==> config.mk <==
export PLATFORM = sky130hd
export DESIGN_NAME = red_secuencial_izq_der
export DESIGN_NICKNAME = d
export VERILOG_FILES = /design/src/rtl/red_secuencial_izq_der.sv
export SDC_FILE = /design/constraint.sdc
export NUM_CORES = 1
export LEC_CHECK = 0
export BUFFER_PORTS_ARGS = -buffer_cell sky130_fd_sc_hd__buf_2
export CAP_MARGIN = 20
export CORE_AREA = 2 2 46 48
export DETAILED_ROUTE_END_ITERATION = 8
export DIE_AREA = 0 0 48 50
export PLACE_DENSITY_LB_ADDON = 0.3
export SETUP_SLACK_MARGIN = 0.5
export SYNTH_ARGS = -nofsm -noshare
export SYNTH_HDL_FRONTEND = slang
export SYNTH_SLANG_ARGS = --single-unit
==> constraint.sdc <==
create_clock -name clk -period 1.7 [get_ports clk]
set_input_delay 0.51 -clock clk [delete_from_list [all_inputs] [get_ports clk]]
set_output_delay 0.51 -clock clk [all_outputs]
set_load 0.02 [all_outputs]
==> src/rtl/red_secuencial_izq_der.sv <==
// Sequential MSB-first unsigned magnitude comparator: one bit pair per clock, N SCAN cycles, done pulse.
// Shares the 2-bit GT/LT/EQ cell encoding of the combinational right-to-left network.
module red_secuencial_izq_der #(
    parameter int N = 3
) (
    input  logic         clk,
    input  logic         reset,
    input  logic         start,
    input  logic [N-1:0] A,
    input  logic [N-1:0] B,
    output logic         busy,
    output logic         done,
    output logic         Zout,
    output logic         eq,
    output logic         lt
);

    localparam int CW = (N > 1) ? $clog2(N) : 1;

    localparam logic [1:0] S_IDLE = 2'b00;
    localparam logic [1:0] S_SCAN = 2'b01;
    localparam logic [1:0] S_DONE = 2'b10;

    localparam logic [1:0] P_EQ = 2'b00;
    localparam logic [1:0] P_LT = 2'b01;
    localparam logic [1:0] P_GT = 2'b10;

    logic [1:0]    state;
    logic [N-1:0]  ar;
    logic [N-1:0]  br;
    logic [CW-1:0] cnt;
    logic [1:0]    p;
    logic [1:0]    p_next;

    // Operands shift left, so the bit under examination is always the MSB.
    // Once decided, p sticks; 2'b11 is unreachable and behaves as EQ.
    always_comb begin
        p_next = p;
        if (p != P_GT && p != P_LT) begin
            if (ar[N-1] && !br[N-1]) begin
                p_next = P_GT;
            end else if (!ar[N-1] && br[N-1]) begin
                p_next = P_LT;
            end else begin
                p_next = P_EQ;
            end
        end
    end

    always_ff @(posedge clk) begin
        if (reset) begin
            state <= S_IDLE;
            ar    <= '0;
            br    <= '0;
            cnt   <= '0;
            p     <= P_EQ;
            Zout  <= 1'b0;
            eq    <= 1'b0;
            lt    <= 1'b0;
        end else begin
            case (state)
                S_IDLE: begin
                    if (start) begin
                        ar    <= A;
                        br    <= B;
                        cnt   <= CW'(N - 1);
                        p     <= P_EQ;
                        state <= S_SCAN;
                    end
                end
                S_SCAN: begin
                    p   <= p_next;
                    ar  <= ar << 1;
                    br  <= br << 1;
                    cnt <= cnt - CW'(1);
                    if (cnt == '0) begin
                        Zout  <= (p_next == P_GT);
                        lt    <= (p_next == P_LT);
                        eq    <= (p_next != P_GT) && (p_next != P_LT);
                        state <= S_DONE;
                    end
                end
                S_DONE: begin
                    state <= S_IDLE;
                end
                default: begin
                    state <= S_IDLE;
                end
            endcase
        end
    end

    assign busy = (state == S_SCAN);
    assign done = (state == S_DONE);

endmodule

**Yosys cells after proc, flatten, opt, wreduce, memory -nomap -nowiden**

Index checks and enable logic that the tools add are counted.

- Reduce and logical (&&, ||, !) cells: 12
- Shift operators: 0
- Eq/ne operators: 10
- $add $sub $neg: 1
- Bitwise operators: 0
- $mul: 0
- Divide/modulo/power cells: 0
- Mux-type cells: 14
- $lt $le $gt $ge: 0

Operator list:

| operator | count |
|---|---|
| $mux W2 | 6 |
| $pmux W2 S2 | 3 |
| $pmux W3 S2 | 2 |
| $mux W3 | 2 |
| $ne A2 B1 Y1 const B | 3 |
| $ne A2 B2 Y1 const B | 3 |
| $reduce_and A2 Y1 | 3 |
| $eq A2 B1 Y1 const B | 2 |
| $eq A2 B2 Y1 const B | 2 |
| $logic_and A1 B1 Y1 | 4 |
| $logic_not A2 Y1 | 2 |
| $logic_not A1 Y1 | 2 |
| $reduce_bool A2 Y1 | 1 |
| $sub A2 B1 Y2 const B | 1 |
| $mux W1 | 1 |

- Output and inout bits: 5
- Bits in latches: 0
- Bits in read-only memories: 0
- RAM bits: 0
- Register bits after elaboration: 15
- Memories: 0

**Logic depth before layout (Yosys ltp)**

Gate-level depths: netlist of the first run.

- Depth in word-level cells: 7
- Mapped depth: 6
- Gate-level depth less buffers: 6

**Worst setup path before layout of the first run**

No wires, ideal clock.

- Path type: register -> register
- Start point: reg ar[2]
- End point: reg eq
- Arrival: 1.189 ns
- Clock period less this slack: 1.324 ns
- Slack: 0.376 ns
- Required time: 1.565 ns
- Cell stages (with the launch flop): 7
- Cells stage by stage: dfxtp_1 > nor2b_1 > o21bai_1 > and2_1 > ha_1 > nand3_1 > a21oi_1

- Longest elaborated chain between the ends: 7

Ends and longest elaborated chain:

| item | RTL line | text |
|---|---|---|
| from (decl) | 29 | `logic [N-1:0] ar;` |
| from (signal assigned) | 73 | `ar <= ar << 1;` |
| $logic_not A1 Y1 | 42 | `end else if (!ar[N-1] && br[N-1]) begin` |
| $logic_and A1 B1 Y1 | 42 |  |
| $mux W1 | 42 |  |
| $mux W2 * | 40 | `if (ar[N-1] && !br[N-1]) begin` |
| $mux W2 * | 39 | `if (p != P_GT && p != P_LT) begin` |
| $ne A2 B2 Y1 or $ne A2 B1 Y1 (tied branches) | 79 | `eq <= (p_next != P_GT) && (p_next != P_LT);` |
| $logic_and A1 B1 Y1 * | 79 |  |
| to (signal assigned) | 79 |  |
| to (decl) | 14 | `output logic eq,` |

Mark *: on every way between the ends. The rest lies on a longest branch, timed or not.
A chain may end at the register's enable or synchronous reset.

**Final worst setup path of the first run**

- Start point: reg state[1]
- End point: out busy

- Longest elaborated chain between the ends: 1

Ends and longest elaborated chain:

| item | RTL line | text |
|---|---|---|
| from (decl) | 28 | `logic [1:0] state;` |
| from (signal assigned) | 52 | `state <= S_IDLE;` |
| from (signal assigned) | 68 | `state <= S_SCAN;` |
| from (signal assigned) | 80 | `state <= S_DONE;` |
| $eq A2 B1 Y1 | 93 | `assign busy = (state == S_SCAN);` |
| to (decl) | 11 | `output logic busy,` |

No other way between the ends.

==> results of run 1 <==
## kinds of logic (layout without fill, tap and decap cells)
kind of cell	Yosys count	in the layout	share of synthesized area, %
compound gates	28	29	30.7
fa+ha+maj	3	3	4.93
buf+inv	9	36	6.90
flops	15	15	39.4
simple gates	28	28	18.1
## power by group through the flow
stage	sequential [mW]	clock (mW)	combinational (mW)
2_1_floorplan	0.420	0	0.179
3_3_place_gp	0.430	0	0.211
3_5_place_dp	0.431	0	0.212
4_1_cts	0.418	0.209	0.284
5_1_grt	0.425	0.231	0.361
6_report	0.421	0.203	0.334
## worst min-delay path, delay by kind of cell
kind,cells,cell delay [ps]
buffers and inverters,1,80
AND/OR/NAND/NOR,1,70
AO/OA/AOI/OAI,1,60
## final cells by class
cell class,instances,area [um2]
multi-input combinational,60,513
clock buffer,4,26.3
sequential,15,318
tap,27,33.8
inverter,6,30.0
fill,167,779
timing repair buffer,26,201
## registers in the layout (all words and copies together) (netlist names)
signal  flops
Zout        1
ar          3
br          3
cnt         2
eq          1
lt          1
p           2
state       2
## metrics by stage
step	hold WS [ps]	instance area [um2]	power, mW
2_1_floorplan	449	792	0.599
3_3_place_gp	446	865	0.641
3_5_place_dp	447	865	0.643
4_1_cts	467	1040	0.911
5_1_grt	468	1120	1.02
6_report	465	1120	0.958
## synthesized netlist by cell type (2+ instances only)
cell type,number,share of area (%)
a211oi_1,2,2.0
a211oi_2,2,3.3
a21oi_1,7,4.6
a21oi_2,2,2.3
a22oi_1,2,2.0
dfxtp_1,15,39
ha_1,3,4.9
inv_1,5,2.5
nand2_1,9,4.4
nand2b_1,3,2.5
nand3_1,3,2.0
nor2_1,6,3.0
nor2b_1,3,2.5
nor3b_1,2,2.0
o221a_2,2,3.0
o22a_1,2,2.3
## metal layers
layer  routed length, um  part of all wire (%)  GRT usage [%]  vias to the layer above
met5                   0                     0              0                        -
met4                  29                   1.5           9.01                        0
met3                  46                   2.4           3.30                        2
met2                 925                    48           25.1                       12
met1                 933                    48           21.8                      349
li1                    -                     -              -                      354
## worst max path at each step
stage | start | to | slack (ps) | cells after the start
final | state[1] | busy | 210 | 3
after floorplan | br[2] | eq | 450 | 6
after CTS | state[1] | busy | 220 | 3
after detailed placement | state[0] | busy | 300 | 3
after global routing | state[1] | busy | 170 | 3
after global placement | state[0] | busy | 300 | 3
## what timing repair did
action	in CTS	in global routing
setup endpoints to repair	8	13
gates resized for setup	22	12
hold buffers	0	0
endpoints found under the hold margin	0	0
cloned	0	1
setup buffers	11	2
pin swaps	0	11
==> summary.txt, run 1 <==
Run status = finished clean
Count of flip-flops with a built-in enable after synthesis = 0
Total CTS buffers = 3
Count of nets left with antenna violations after detail routing = 0
Maximum number of pins on one net before global-route repair = 17
Source of the worst register-to-register timing path = ar[2]
Area delta synth->final = 47.3%
Initial antenna violation count = 0
Final count of pins violating max slew = 0
I/O pin count = 14
Residual overflow from global routing = 0
Cell count after synthesis = 83
Die Y-Extent = 50 um
Layout cells sized above 1 = 57.7%
Worst IR drop on VDD = 0.469 mV
Final total negative setup slack = 0 ps
CP endpoint kind = output port
Count of max-cap constraint violations = 0
Clock slew at reported path FFs = 90 ps
Reg-to-Reg End = eq
Detailed-routing iteration count for the pre-antenna-repair pass = 4
Number of design rule violations left after detail routing = 0
Relative max-transition margin = 76.4%
Half-perimeter wire length of the detailed placement result = 1090 um
Clock sinks = 15
Worst EP arrival = 980 ps
Flop pwr share = 44.0%
Standard cell core area = 1900 um2
Leading register cell type out of synthesis = dfxtp_1
Most common library cell in the layout ignoring fill and taps = buf_4
Antenna diodes = 0
Count of cells along the worst register-to-register path = 6
Actual slew at the worst max-slew pin = 354 ps
Number of levels the H-tree was split into = 1
Starting Density = 40.1%
Total routing usage reported by global routing = 16.8%
Net switching power = 0.308 mW
Share of synthesized registers carrying an async set or reset = 0%
Post-DR vias/cell = 5.20
Crit share post-route = 87.5%
Instance count along the most critical hold path = 3
Hold EP = ar[0]
Total length of routed wires = 1930 um
Clock period minus final worst setup slack = 1490 ps
Number of buffers between clock root and the deepest sink = 2
Number of buffer and inverter instances along the worst setup path = 2
Wire length per cell after detailed routing = 14.0 um
Clk pwr share = 21.2%
Slowest stage delay, CP = 370 ps
Final standard cell count with taps included and fillers excluded = 138
Cell Rows = 16
Clock latency on the worst-skew pair = 280 ps
Startpoint kind of the worst setup timing path = flop
Share of synthesized area occupied by flip-flops and latches = 39.4%
Finish-stage setup viols = 0
Share of total power consumed by net switching = 32.2%
Worst Setup Slack post-DPL = 302 ps
Hold wc startpoint = A[0]
Maximum net fanout on the critical path = 4
Die footprint = 2400 um2
Commonest non-fill, non-tap cells in the layout = buf_4, nand2_1, buf_2, dfxtp_1, buf_6
Die Width = 48 um
Total count of hold-check failures in the final report = 0
Placed Instances = 120
Per-instance average area after synthesis = 9.18 um2
WS Path Type = flop to output port
Part of the total power dissipated in combinational logic = 34.9%
Power Internal = 0.649 mW
Vias after detailed routing = 717
1st-iter DRT viols = 14
Post-Synthesis Cell Area = 762 um2
Number of unique standard cell types used by synthesis = 31
Crit-path cells = nand2b_4 -> inv_8 -> buf_6
Final critical-path setup slack = 212 ps
Worst Path Required = 1190 ps
Timing-limited maximum frequency = 672 MHz
Wire length of the first global-routing pass = 2870 um
Last weighted congestion value of the routability-driven placer = 0.755
RSZ-0062 raised after global routing = true
LEAKAGE = 0.451 nW
Post-Syn Nets = 95
Flip-flop and latch count after synthesis = 15
Port Buffers = 13
Skew final = 2.05 ps
Worst min-delay path category = primary input to flop
Cell family contributing the most delay on the critical path = flip-flops
Utilization after layout = 59.0%
Cell at the slowest stage of the critical path = dfxtp_4
Internal reg-to-reg setup slack = 350 ps
TritonCTS clock tree = yes
Synthesis Warnings = 0
Number of global-route vias before repair = 669
Final-stage net count = 124
Clock root buffer = clkbuf_4
PD cells = 853 nW/um2
(Power assumes the default switching activity.)
==> run 2, diff against run 1 <==
--- a/config.mk
+++ b/config.mk
@@ -8,9 +8,10 @@
 export BUFFER_PORTS_ARGS = -buffer_cell sky130_fd_sc_hd__buf_2
 export CAP_MARGIN = 20
 export CORE_AREA = 2 2 46 48
+export CTS_CLUSTER_SIZE = 14
 export DETAILED_ROUTE_END_ITERATION = 8
 export DIE_AREA = 0 0 48 50
-export PLACE_DENSITY_LB_ADDON = 0.3
+export PLACE_DENSITY = 0.67
 export SETUP_SLACK_MARGIN = 0.5
 export SYNTH_ARGS = -nofsm -noshare
 export SYNTH_HDL_FRONTEND = slang
==> summary.txt, run 2 (synthesis gave the netlist of run 1 again) <==
Initial antenna violation count = 0
Final count of pins violating max slew = 0
I/O pin count = 14
Standard cell core area = 1900 um2
Hold wc startpoint = B[0]
Commonest non-fill, non-tap cells in the layout = buf_6, buf_2, a21oi_2, dfxtp_1, buf_4
Source of the worst register-to-register timing path = ar[2]
Timing-limited maximum frequency = 673 MHz
Crit-path cells = nand2b_4 -> inv_8 -> buf_6
Number of buffers between clock root and the deepest sink = 2
Half-perimeter wire length of the detailed placement result = 1090 um
Internal reg-to-reg setup slack = 330 ps
1st-iter DRT viols = 18
Utilization after layout = 65.0%
Finish-stage setup viols = 0
Number of design rule violations left after detail routing = 0
Detailed-routing iteration count for the pre-antenna-repair pass = 4
Hold EP = br[0]
Worst Setup Slack post-DPL = 311 ps
WS Path Type = flop to output port
Port Buffers = 13
LEAKAGE = 0.479 nW
CP endpoint kind = output port
Residual overflow from global routing = 0
Clock root buffer = clkbuf_4
Placement-stage cell area = 865 um2
Clock sinks = 15
Die Y-Extent = 50 um
Worst IR drop on VDD = 0.553 mV
Clock latency on the worst-skew pair = 290 ps
Actual slew at the worst max-slew pin = 375 ps
Count of cells along the worst register-to-register path = 6
Placed Instances = 120
Skew final = 7.81 ps
Clock slew at reported path FFs = 90 ps
Slowest stage delay, CP = 360 ps
Clock period minus final worst setup slack = 1490 ps
Die footprint = 2400 um2
Count of max-cap constraint violations = 0
Starting Density = 40.1%
Total count of hold-check failures in the final report = 0
Cell at the slowest stage of the critical path = dfxtp_4
Cell Rows = 16
Final standard cell count with taps included and fillers excluded = 140
Most common library cell in the layout ignoring fill and taps = buf_6
Antenna diodes = 0
Cell family contributing the most delay on the critical path = flip-flops
RSZ-0062 raised after global routing = true
Relative max-transition margin = 75.0%
Fin area = 1240 um2
Final critical-path setup slack = 215 ps
Number of levels the H-tree was split into = 1
Final total negative setup slack = 0 ps
Layout cells sized above 1 = 69.0%
Run status = finished clean
Total routing usage reported by global routing = 19.8%
Crit share post-route = 87.4%
TritonCTS clock tree = yes
Reg-to-Reg End = eq
Total length of routed wires = 2130 um
Post-DR vias/cell = 5.22
Wire length per cell after detailed routing = 15.2 um
Die Width = 48 um
Worst Path Required = 1190 ps
Area delta synth->final = 62.2%
Worst EP arrival = 980 ps
Largest registers = ar: 3 flops, br: 3 flops
Vias after detailed routing = 731
Number of buffer and inverter instances along the worst setup path = 2
Count of nets left with antenna violations after detail routing = 0
Maximum number of pins on one net before global-route repair = 17
Hold bufs inserted after CTS = 0
Final-stage net count = 126
Wire length of the first global-routing pass = 3350 um
Startpoint kind of the worst setup timing path = flop
Number of global-route vias before repair = 715
Instance count along the most critical hold path = 3
PD cells = 832 nW/um2
Maximum net fanout on the critical path = 3
Worst min-delay path category = primary input to flop
Total CTS buffers = 3
Last weighted congestion value of the routability-driven placer = 0.739
## run 2: changes by cell type in the layout (fill, tap and decap cells not counted), sizes merged
cell  change
buf       +2
## run 2: stage by stage
step	hold slack, ps	power (mW)
floorplan	449	0.599
global placement	441	0.639
detailed placement	446	0.644
CTS	464	0.948
global route	488	1.09
finish	457	1.03
## run 2: worst max path at each step
stage / depth (start not counted) / slack, ps / end / start
6_report: 3 / 210 / busy / state[1]
3_3_place_gp: 3 / 310 / busy / state[0]
5_1_grt: 3 / 180 / busy / state[1]
4_1_cts: 3 / 210 / busy / state[1]
3_5_place_dp: 3 / 310 / busy / state[0]
2_1_floorplan: 6 / 450 / eq / br[2]
## run 2: worst reg2reg max path, stage by stage (launching register included)
cell and delay (ps):
dfxtp_4 370, nor2b_4 220, nand2_2 110, and2_4 160, ha_4 260, nand3_2 70
a21oi_2 130
## run 2: report_power, final
group / switching, mW / internal, mW / total, mW
Combinational: 0.194 / 0.204 / 0.398
Clock: 0.120 / 0.0913 / 0.212
Sequential: 0.0324 / 0.386 / 0.419
## run 2: layout make-up
cell class	count	area, um2
clock buffers	4	26.3
fillers	145	666
inverters	6	30.0
multi-input cells	60	584
flip-flops and latches	15	323
well taps	27	33.8
repair buffers	28	239
## run 2: per-layer routing
| layer | track usage [%] | share of wire, % | vias up | wire, um |
|---|---|---|---|---|
| met5 | 0 | 0 | - | 0 |
| met4 | 10.8 | 2.3 | 0 | 50 |
| met3 | 3.30 | 3.0 | 5 | 64 |
| met2 | 27.8 | 48 | 15 | 1020 |
| met1 | 28.0 | 47 | 348 | 1000 |
| li1 | - | - | 363 | - |
## run 2: what timing repair did
action	CTS	global route
buffers inserted	13	2
cloned	0	1
pin swaps	6	15
setup endpoints to repair	8	18
hold endpoints to repair	0	0
gates resized for setup	30	29
==> run 3, diff against run 2 <==
--- a/config.mk
+++ b/config.mk
@@ -11,7 +11,9 @@
 export CTS_CLUSTER_SIZE = 14
 export DETAILED_ROUTE_END_ITERATION = 8
 export DIE_AREA = 0 0 48 50
+export GPL_TIMING_DRIVEN = 0
 export PLACE_DENSITY = 0.67
+export REMOVE_ABC_BUFFERS = 1
 export SETUP_SLACK_MARGIN = 0.5
 export SYNTH_ARGS = -nofsm -noshare
 export SYNTH_HDL_FRONTEND = slang
==> summary.txt, run 3 (synthesis gave the netlist of run 1 again) <==
Run status = finished clean
PD cells = 867 nW/um2
Clock sinks = 15
RSZ-0062 raised after global routing = true
Relative max-transition margin = 75.3%
Clock latency on the worst-skew pair = 280 ps
Die Width = 48 um
Cell at the slowest stage of the critical path = dfxtp_4
Reg-to-Reg End = eq
Net switching power = 0.314 mW
Share of total power consumed by net switching = 32.5%
Worst-case hold slack = 455 ps
Count of max-cap constraint violations = 0
Worst min-delay path category = primary input to flop
Cell family contributing the most delay on the critical path = flip-flops
Skew final = 1.59 ps
Layout cells sized above 1 = 59.6%
Source of the worst register-to-register timing path = ar[2]
Final total negative setup slack = 0 ps
Total stage count of the critical path = 3
Crit-path cells = nand2b_4 -> inv_8 -> buf_6
Clk pwr share = 21.3%
Actual slew at the worst max-slew pin = 370 ps
Fill cell instance count of the final layout = 161
Clock slew at reported path FFs = 90 ps
Power Internal = 0.653 mW
1st-iter DRT viols = 9
Most common library cell in the layout ignoring fill and taps = buf_4
Total count of hold-check failures in the final report = 0
Cell Rows = 16
Die footprint = 2400 um2
Internal reg-to-reg setup slack = 390 ps
Timing-limited maximum frequency = 674 MHz
Starting Density = 40.1%
Vias after detailed routing = 706
Antenna diodes = 0
Initial antenna violation count = 0
Maximum number of pins on one net before global-route repair = 17
Startpoint kind of the worst setup timing path = flop
Half-perimeter wire length of the detailed placement result = 1030 um
Worst Path Required = 1190 ps
Final critical-path setup slack = 217 ps
Clock root buffer = clkbuf_4
Largest registers = ar: 3 flops, br: 3 flops
Area delta synth->final = 46.5%
Crit share post-route = 87.3%
LEAKAGE = 0.442 nW
Final count of pins violating max slew = 0
Instance count along the most critical hold path = 3
Residual overflow from global routing = 0
Number of design rule violations left after detail routing = 0
Post-DR vias/cell = 5.19
Finish-stage setup viols = 0
Number of global-route vias before repair = 648
Die Y-Extent = 50 um
Wire length per cell after detailed routing = 13.2 um
Total routing usage reported by global routing = 15.7%
Hold EP = ar[0]
Number of buffers between clock root and the deepest sink = 2
Wire length of the first global-routing pass = 2770 um
Worst EP arrival = 970 ps
Flop pwr share = 43.0%
Number of buffer and inverter instances along the worst setup path = 2
Final-stage net count = 122
I/O pin count = 14
Worst Setup Slack post-DPL = -38.9 ps
WS Path Type = flop to output port
Port Buffers = 13
Detailed-routing iteration count for the pre-antenna-repair pass = 4
Clock period minus final worst setup slack = 1480 ps
Part of the total power dissipated in combinational logic = 35.7%
Count of cells along the worst register-to-register path = 6
Hold wc startpoint = A[0]
Last weighted congestion value of the routability-driven placer = 0.687
Commonest non-fill, non-tap cells in the layout = buf_4, nand2_1, buf_2, dfxtp_1
TritonCTS clock tree = yes
CP endpoint kind = output port
Total length of routed wires = 1790 um
Maximum net fanout on the critical path = 4
Worst IR drop on VDD = 0.612 mV
Standard cell core area = 1900 um2
Slowest stage delay, CP = 360 ps
Count of nets left with antenna violations after detail routing = 0
Total CTS buffers = 3
Number of levels the H-tree was split into = 1
## run 3: cell count changes in the layout (fill, tap and decap cells not counted), moves of 2 or more
| cell | before | now |
|---|---|---|
| a22oi_1 | 0 | 2 |
| a22oi_2 | 2 | 0 |
| buf_4 | 7 | 12 |
| buf_6 | 13 | 5 |
| dfxtp_2 | 3 | 5 |
| dfxtp_4 | 5 | 3 |
| nand2_1 | 6 | 8 |
| nand2_2 | 3 | 1 |
## run 3: metrics by stage
| step | cell area (um2) | instances | util (%) | total power, mW |
|---|---|---|---|---|
| final | 1120 | 136 | 58.7 | 0.967 |
| after floorplan | 739 | 80 | - | 0.570 |
| after detailed placement | 838 | 120 | 44.1 | 0.626 |
| after global routing | 1120 | 136 | 58.7 | 1.02 |
| after global placement | 838 | 120 | 44.1 | 0.621 |
| after CTS | 990 | 132 | 52.0 | 0.882 |
## run 3: repair_timing
action                     CTS  global route
setup endpoints to repair   16            11
hold buffers                 0             0
buffers inserted             8             4
pin swaps                    3             9
resized for setup           25            20
cloned                       0             0
## run 3: cell type report
| class | count | area, um2 | share of cell area (%) |
|---|---|---|---|
| tap | 27 | 33.8 | 3.03 |
| multi-input combinational | 59 | 520 | 46.6 |
| clock buffer | 3 | 22.5 | 2.02 |
| timing repair buffer | 25 | 186 | 16.7 |
| sequential | 15 | 318 | 28.5 |
| clock inverter | 1 | 5.00 | 0.448 |
| inverter | 6 | 30.0 | 2.69 |
## run 3: worst max path at each step
stage | start | end | slack, ps
finish | state[1] | busy | 220
CTS | state[1] | busy | 230
detailed placement | state[0] | busy | -40
floorplan | state[0] | busy | 290
global placement | state[0] | busy | -30
global route | state[1] | busy | 180
## run 3: worst reg2reg max path, delay by kind of cell, from the launching register on
kind / cells / cell delay, ps
DFF: 1 / 360
and+or+nand+nor: 2 / 300
adders and majority gates: 1 / 210
AOI/OAI and AO/OA: 2 / 200
buffers and inverters: 1 / 120
## run 3: power by group through the flow
stage	combinational [mW]	clock (mW)	sequential [mW]
2_1_floorplan	0.149	0	0.422
3_3_place_gp	0.199	0	0.422
3_5_place_dp	0.202	0	0.424
4_1_cts	0.262	0.207	0.412
5_1_grt	0.371	0.231	0.422
6_report	0.346	0.206	0.416
## run 3: per-layer routing
| layer | vias to the layer above | track usage [%] | part of all wire, % | wire [um] |
|---|---|---|---|---|
| li1 | 352 | - | - | - |
| met1 | 326 | 19.8 | 43 | 774 |
| met2 | 24 | 26.2 | 49 | 887 |
| met3 | 4 | 2.20 | 5.0 | 90 |
| met4 | 0 | 5.41 | 2.1 | 38 |
| met5 | - | 0 | 0 | 0 |
